--- src/rtl/mvm_stream_ctrl.sv ---
// Streaming front-end for an MVM engine: loads x vectors and weights one word at a time,
// pulses the engine, waits for its busy window, then drains the result vector word by word.
module mvm_stream_ctrl #(
  parameter int NUM_BIT    = 8,
  parameter int NUM_VECTOR = 4,
  parameter int DIM        = 4
) (
  input  logic                             clk,
  input  logic                             rst,
  input  logic                             in_valid,
  output logic                             in_ready,
  input  logic [NUM_BIT-1:0]               in_data,
  output logic [NUM_VECTOR*DIM*NUM_BIT-1:0] x_vectors,
  output logic [NUM_VECTOR*NUM_BIT-1:0]    wts,
  output logic                             mvm_start,
  input  logic                             mvm_isAcc,
  input  logic [DIM*NUM_BIT-1:0]           mvm_y,
  output logic                             out_valid,
  input  logic                             out_ready,
  output logic [NUM_BIT-1:0]               out_data,
  output logic                             out_last,
  output logic [23:0]                      cycle_count,
  output logic                             err
);
  localparam int NX = NUM_VECTOR * DIM;
  localparam int NW = NX + NUM_VECTOR;
  localparam int KW = (NW > 1) ? $clog2(NW) : 1;
  localparam int MW = (DIM > 1) ? $clog2(DIM) : 1;
  localparam logic [KW-1:0] K_LAST  = KW'(NW - 1);
  localparam logic [MW-1:0] M_LAST  = MW'(DIM - 1);
  localparam logic [3:0]    TO_LAST = 4'd15;
  localparam logic [23:0]   CC_MAX  = 24'hFFFFFF;

  typedef enum logic [2:0] {LOAD, START, WAIT_RISE, WAIT_FALL, DRAIN} state_t;

  state_t state, state_nxt;
  logic [KW-1:0] k;
  logic [MW-1:0] m;
  logic [3:0]    to_cnt;
  logic [NX-1:0][NUM_BIT-1:0]         x_q;
  logic [NUM_VECTOR-1:0][NUM_BIT-1:0] w_q;
  logic [DIM-1:0][NUM_BIT-1:0]        y_q;
  logic load_fire, out_fire, timeout, capture;

  assign load_fire = in_valid & in_ready;
  assign out_fire  = out_valid & out_ready;
  assign timeout   = (state == WAIT_RISE) && !mvm_isAcc && (to_cnt == TO_LAST);
  assign capture   = (state == WAIT_FALL) && !mvm_isAcc;

  always_comb begin
    state_nxt = state;
    in_ready  = 1'b0;
    mvm_start = 1'b0;
    out_valid = 1'b0;
    unique case (state)
      LOAD: begin
        // Reset forces LOAD asynchronously, so gate ready to keep it low during reset.
        in_ready = ~rst;
        if (in_valid && k == K_LAST) state_nxt = START;
      end
      START: begin
        mvm_start = 1'b1;
        state_nxt = WAIT_RISE;
      end
      WAIT_RISE: begin
        if (mvm_isAcc)    state_nxt = WAIT_FALL;
        else if (timeout) state_nxt = LOAD;
      end
      WAIT_FALL: begin
        if (!mvm_isAcc) state_nxt = DRAIN;
      end
      DRAIN: begin
        out_valid = 1'b1;
        if (out_ready && m == M_LAST) state_nxt = LOAD;
      end
      default: state_nxt = LOAD;
    endcase
  end

  always_ff @(posedge clk or posedge rst) begin
    if (rst) begin
      state       <= LOAD;
      k           <= '0;
      m           <= '0;
      to_cnt      <= '0;
      err         <= 1'b0;
      cycle_count <= '0;
      y_q         <= '0;
    end else begin
      state <= state_nxt;
      if (load_fire) k <= (k == K_LAST) ? '0 : k + 1'b1;
      if (out_fire)  m <= (m == M_LAST) ? '0 : m + 1'b1;
      to_cnt <= (state == WAIT_RISE) ? to_cnt + 1'b1 : '0;
      if (timeout) err <= 1'b1;
      // Latency window: cleared on the start edge, counts every wait edge incl. capture.
      if (state == START)
        cycle_count <= '0;
      else if ((state == WAIT_RISE || state == WAIT_FALL) && cycle_count != CC_MAX)
        cycle_count <= cycle_count + 1'b1;
      if (capture) y_q <= mvm_y;
    end
  end

  always_ff @(posedge clk or posedge rst) begin
    if (rst) begin
      x_q <= '0;
      w_q <= '0;
    end else if (load_fire) begin
      for (int i = 0; i < NX; i++)
        if (k == KW'(i)) x_q[i] <= in_data;
      for (int i = 0; i < NUM_VECTOR; i++)
        if (k == KW'(NX + i)) w_q[i] <= in_data;
    end
  end

  assign x_vectors = x_q;
  assign wts       = w_q;
  assign out_data  = (state == DRAIN) ? y_q[m] : '0;
  assign out_last  = (state == DRAIN) && (m == M_LAST);

endmodule
--- config.mk ---
export PLATFORM = sky130hd
export DESIGN_NAME = mvm_stream_ctrl
export DESIGN_NICKNAME = d
export VERILOG_FILES = /design/src/rtl/mvm_stream_ctrl.sv
export SDC_FILE = /design/constraint.sdc
export NUM_CORES = 1
export LEC_CHECK = 0
export ABC_AREA = 0
export ABC_CLOCK_PERIOD_IN_PS = 19900
export CAP_MARGIN = 5
export CORE_MARGIN = 5
export CORE_UTILIZATION = 40
export CTS_CLUSTER_DIAMETER = 150
export DETAILED_ROUTE_END_ITERATION = 12
export GPL_TIMING_DRIVEN = 0
export PLACE_DENSITY = 0.72
export SYNTH_ARGS = -nofsm -noshare
export SYNTH_HDL_FRONTEND = slang
export SYNTH_SLANG_ARGS = --single-unit
--- constraint.sdc ---
create_clock -name clk -period 19.9 [get_ports clk]
set_clock_uncertainty 0.15 [all_clocks]
set_input_delay 2.985 -clock clk [delete_from_list [all_inputs] [get_ports clk]]
set_output_delay 2.985 -clock clk [all_outputs]
set_load 0.1 [all_outputs]
Yosys cells after proc, flatten, opt, wreduce, memory -nomap -nowiden
Cells that the tools add are included.
- register bits after elaboration: 231
- input port bits: 45
- multiplexer cells: 17
- reduce and logical (&&, ||, !) cells: 33
- eq/ne operators: 30
- order comparisons: 1
- $add $sub $neg: 4
- bitwise operators: 3
- operators with widths (cell ; count):
    2-to-1 mux 24 bit ; 2
    equality test 5 x 4 -> 1 bit, second input constant ; 8
    AND reduction 2 bit ; 20
    adder 24 x 1 -> 24 bit, second input constant ; 1
    inequality test 24 bit, second input constant ; 1
    equality test 5 x 3 -> 1 bit, second input constant ; 4
    equality test 5 bit, second input constant ; 4
    binary-select mux 8 bit (select 2 bit) ; 1
    2-to-1 mux 8 bit ; 2
    2-to-1 mux 3 bit ; 5
    one-hot mux 3 bit (5 select lines) ; 1
    equality test 5 x 2 -> 1 bit, second input constant ; 2
    logical AND 1 bit ; 7
    equality test 3 x 2 -> 1 bit, second input constant ; 2
    inequality test 2 bit, second input constant ; 3
    adder 5 x 1 -> 5 bit, second input constant ; 1
    equality test 5 x 1 -> 1 bit, second input constant ; 1
    logical NOT 5 bit ; 1
    2-to-1 mux 5 bit ; 1
    adder 4 x 1 -> 4 bit, second input constant ; 1
    equality test 4 bit, second input constant ; 1
    2-to-1 mux 4 bit ; 1
    AND reduction 4 bit ; 1
    equality test 3 x 1 -> 1 bit, second input constant ; 1
    other kinds (13) ; 16

Logic depth before layout (Yosys ltp)
- depth after elaboration: 6
- gate-level depth with buffers: 8

Worst setup path after synthesis
No wires, ideal clock.
- path kind: input-to-output
- from: in rst
- to: out in_ready
- data arrival time: 3.986 ns
- required time: 16.765 ns
- slack: 12.779 ns
- stages: 1
- path buffers: 0
- cells stage by stage: nor4_4
- cells in the longest elaborated chain, start to end: 2
- RTL lines (item ; RTL line ; source):
    start: declaration ; 9 ; input logic rst,
    NOT 1 bit ; 58 ; in_ready = ~rst;
    2-to-1 mux 1 bit ; 55 ; unique case (state)
    end: declaration ; 11 ; output logic in_ready,
Every way passes these cells.

Final worst setup path
Same ends and word-level chain as after synthesis.

==> summary.json <==
{
  "outcome": {
    "run_status": "finished, final reports clean"
  },
  "place": {
    "detailed_place_hpwl_um": 17800,
    "dp_slack_ns": 11.64,
    "globalplace.congestion": 0.785,
    "dpl.cell_count": 1242,
    "placement.io_buffers": 233
  },
  "power": {
    "power.share.switching": 0.496,
    "p_sw_uw": 1220,
    "cellPowerDensity_nw_per_um2": 182,
    "vdd_drop_max_mv": 0.118,
    "p_clk_frac": 0.193,
    "static-leakage-power_uw": 0.00626,
    "design_power_total_uw": 2450,
    "share_comb_of_total_power": 0.526,
    "p_int_uw": 1240,
    "power_frac_seq": 0.281
  },
  "flow_run": {
    "max_capacitance_violation_count": 0
  },
  "yosys": {
    "synth.avg_cell_area_um2": 14.4,
    "yosys_register_bits": 231,
    "synth.yosys.seq_area_share": 0.590,
    "synth_cell_type_count": 58,
    "synth_ff_type": "dfrtp_1",
    "yosysMostFrequentCell": "dfrtp_1",
    "async_flop_share": 1.00,
    "mappedNetlistNets": 736,
    "yosysWarnings": 0,
    "mapped_cell_area_um2": 9810,
    "synth_enable_flop_cells": 0,
    "yosys-top-cells-count": "dfrtp_1, mux2_2, mux2_1",
    "post_synth_main_area_contributors": "dfrtp_1, mux2_2, mux2_1",
    "yosysTopAreaCellShare": 0.590,
    "biggest_area_consumer_among_synthesized_cells": "dfrtp_1",
    "synthesis.instances": 683
  },
  "sta": {
    "slew_at_the_pin_closest_to_its_max_slew_limit_ns": 1.07,
    "setup-tns-final_ns": 0,
    "finalWorstPathRequiredPeriod_ns": 8.24,
    "max_freq_mhz": 121,
    "finalWorstSetupSlack_ns": 11.66,
    "final_hold_viol_count": 0,
    "grt_setup_unrepaired": "no",
    "slew_viol_final": 0,
    "relSlewSlack": 0.285,
    "finalSetupViolCount": 0,
    "period_utilization": 0.414
  },
  "worst_setup_path": {
    "worstSetupPathType": "in2out",
    "timing.critical_path.required_ns": 16.77,
    "arrival_ns": 5.10,
    "path_buf_inv": 2,
    "worst-r2r-cell-count": 6,
    "crit_path_end_kind": "output port",
    "crit_path_top_delay_cell": "clkdlybuf4s50_1",
    "cpPeakStageDelay_ns": 1.24,
    "family_with_the_most_delay_on_the_worst_path": "buffers and inverters",
    "critical_path_cell_count": 3,
    "crit_path_cell_trace": "clkdlybuf4s50_1 > nor4_4 > clkdlybuf4s50_1",
    "path_max_fanout": 3,
    "setup.worst_path.start_class": "input port",
    "path_common_cell": "clkdlybuf4s50_1"
  },
  "clock_network": {
    "tritoncts.num_buffers": 25,
    "tritoncts_clock_tree": "done",
    "path_clk_slew_ns": 0.06,
    "cts.sink_count": 231,
    "clockRootBuffer": "clkbuf_16",
    "ctsLongestPathBuffers": 3,
    "h-tree-depth": 1,
    "cts_resizes": 0,
    "worstSkewPairLatency_ns": 0.51,
    "postcts_setup_bufs": 0,
    "post_cts_hold_buffer_count": 0
  },
  "routing": {
    "route.final.wire_length_um": 25000,
    "dr.first_iter.drc_count": 367,
    "vias": 6552,
    "drc": 0,
    "postRouteAntennaNets": 0,
    "routed_via_density": 5.10,
    "firstDrtPassIters": 6,
    "route.detailed.wl_per_inst_um": 19.5
  },
  "global_routing": {
    "grt_util_all_layers": 0.177,
    "gr_ovfl_total": 0,
    "number_of_global_route_vias_before_repair": 6752,
    "grt_start_max_net_pins": 86,
    "number_of_antenna_violations_at_the_first_check_in_global_routing": 0,
    "global_route_wire_length_before_repair_um": 40000
  },
  "die": {
    "std_cell_rows": 57,
    "dieHeight_um": 167,
    "start_util": 0.404,
    "die_width_um": 167,
    "io_pins": 242,
    "design.die.area_um2": 27700,
    "core_area_um2": 24200
  },
  "worst_hold_path": {
    "min_delay_path_depth": 1,
    "worst_hold_path_type": "reg2reg"
  },
  "finish": {
    "drive_above_1_share": 0.257,
    "fillers": 2011,
    "area_growth_syn_to_layout_pct": 37.3,
    "layout.cells.non_filler": 1285,
    "design.final.nets": 998,
    "insertedDiodeCount": 0
  }
}
flip-flops by register name, summed over array words and instances (netlist names):
signal / count
cycle_count: 24
x_vectors: 128
y_q: 32
to_cnt: 4
wts: 32
err: 1
k: 5
m: 2
state: 3
final timing paths:
kind                            slack [ns]                         to                start
max in group asynchronous            15.54  x_vectors[71]$_DFFE_PP0P_                  rst
min in group asynchronous             2.89           m[1]$_DFFE_PP0P_                  rst
worst min-delay path                  0.31        to_cnt[0]$_DFF_PP0_  to_cnt[0]$_DFF_PP0_
worst max-delay path                 11.66                   in_ready                  rst
worst max register to register       17.40       state[1]$_DFFE_PP0P_     k[4]$_DFFE_PP0P_
worst min register to register        0.31        to_cnt[0]$_DFF_PP0_  to_cnt[0]$_DFF_PP0_
cell type report:
| type | instances | area, um2 | area share |
|---|---|---|---|
| clock inverter | 6 | 82.6 | 0.00614 |
| tap | 324 | 405 | 0.0301 |
| clock buffer | 37 | 771 | 0.0573 |
| multi-input combinational | 405 | 3810 | 0.283 |
| sequential | 231 | 5780 | 0.429 |
| timing repair buffer | 235 | 2390 | 0.177 |
| inverter | 6 | 30.0 | 0.00223 |
| buffer | 41 | 191 | 0.0142 |
through the flow:
stage          hold slack (ns)  instance area [um2]  utilization
6_report                 0.312                13500        0.555
5_1_grt                  0.337                13500        0.555
4_1_cts                  0.317                13500        0.555
3_5_place_dp             0.309                12600        0.520
3_3_place_gp             0.305                12500        0.517
2_1_floorplan            0.288                 9810            -
power groups by stage:
stage | registers, uW | logic (uW) | clock network [uW]
after floorplan | 1390 | 295 | 0
final | 690 | 1290 | 473
after global routing | 709 | 1330 | 507
after CTS | 691 | 1300 | 486
after detailed placement | 698 | 1300 | 0
after global placement | 693 | 1290 | 0
logic make-up (layout without fill, tap and decap cells):
| logic type | count (synthesis) | in the layout | synth area share |
|---|---|---|---|
| DFF | 231 | 231 | 0.590 |
| xor gates and xnor gates | 5 | 5 | 0.00447 |
| AOI/OAI and AO/OA | 43 | 43 | 0.0286 |
| muxes | 207 | 207 | 0.255 |
| adders and majority gates | 8 | 8 | 0.0102 |
| buffers and inverters | 47 | 325 | 0.0218 |
| and+or+nand+nor | 142 | 142 | 0.0900 |
layout by cell type (no fill, tap or decap), drive strengths merged, types with 2 or more instances in the layout:
cell type      synthesis  routed
nand2                 35      35
nand3                 23      23
clkbuf                22      59
or3                    3       3
nand4                 10      10
o211ai                 3       3
buf                   19      21
and2                  14      14
mux2i                  5       5
nor3b                  3       3
o21ai                 16      16
nor4                   6       6
nor2                  11      11
nor2b                  3       3
and4                   3       3
clkinv                 0       3
and3                  10      10
clkdlybuf4s50          0     233
xnor2                  4       4
a21o                   3       3
ha                     8       8
inv                    6       6
nand2b                 2       2
or4                    4       4
mux2                 194     194
o22ai                  2       2
dfrtp                231     231
mux4                   8       8
a211o                  3       3
a21oi                  7       7
a22o                   2       2
bufinv                 0       2
nor3                  10      10
per-layer routing:
metal	vias up	wire [um]	global-route usage
met1	3332	10900	0.237
met4	0	451	0.0349
met2	193	12100	0.298
li1	2992	-	-
met5	-	0	0
met3	35	1640	0.0422
Note: power is estimated with default switching activity, not from simulation.
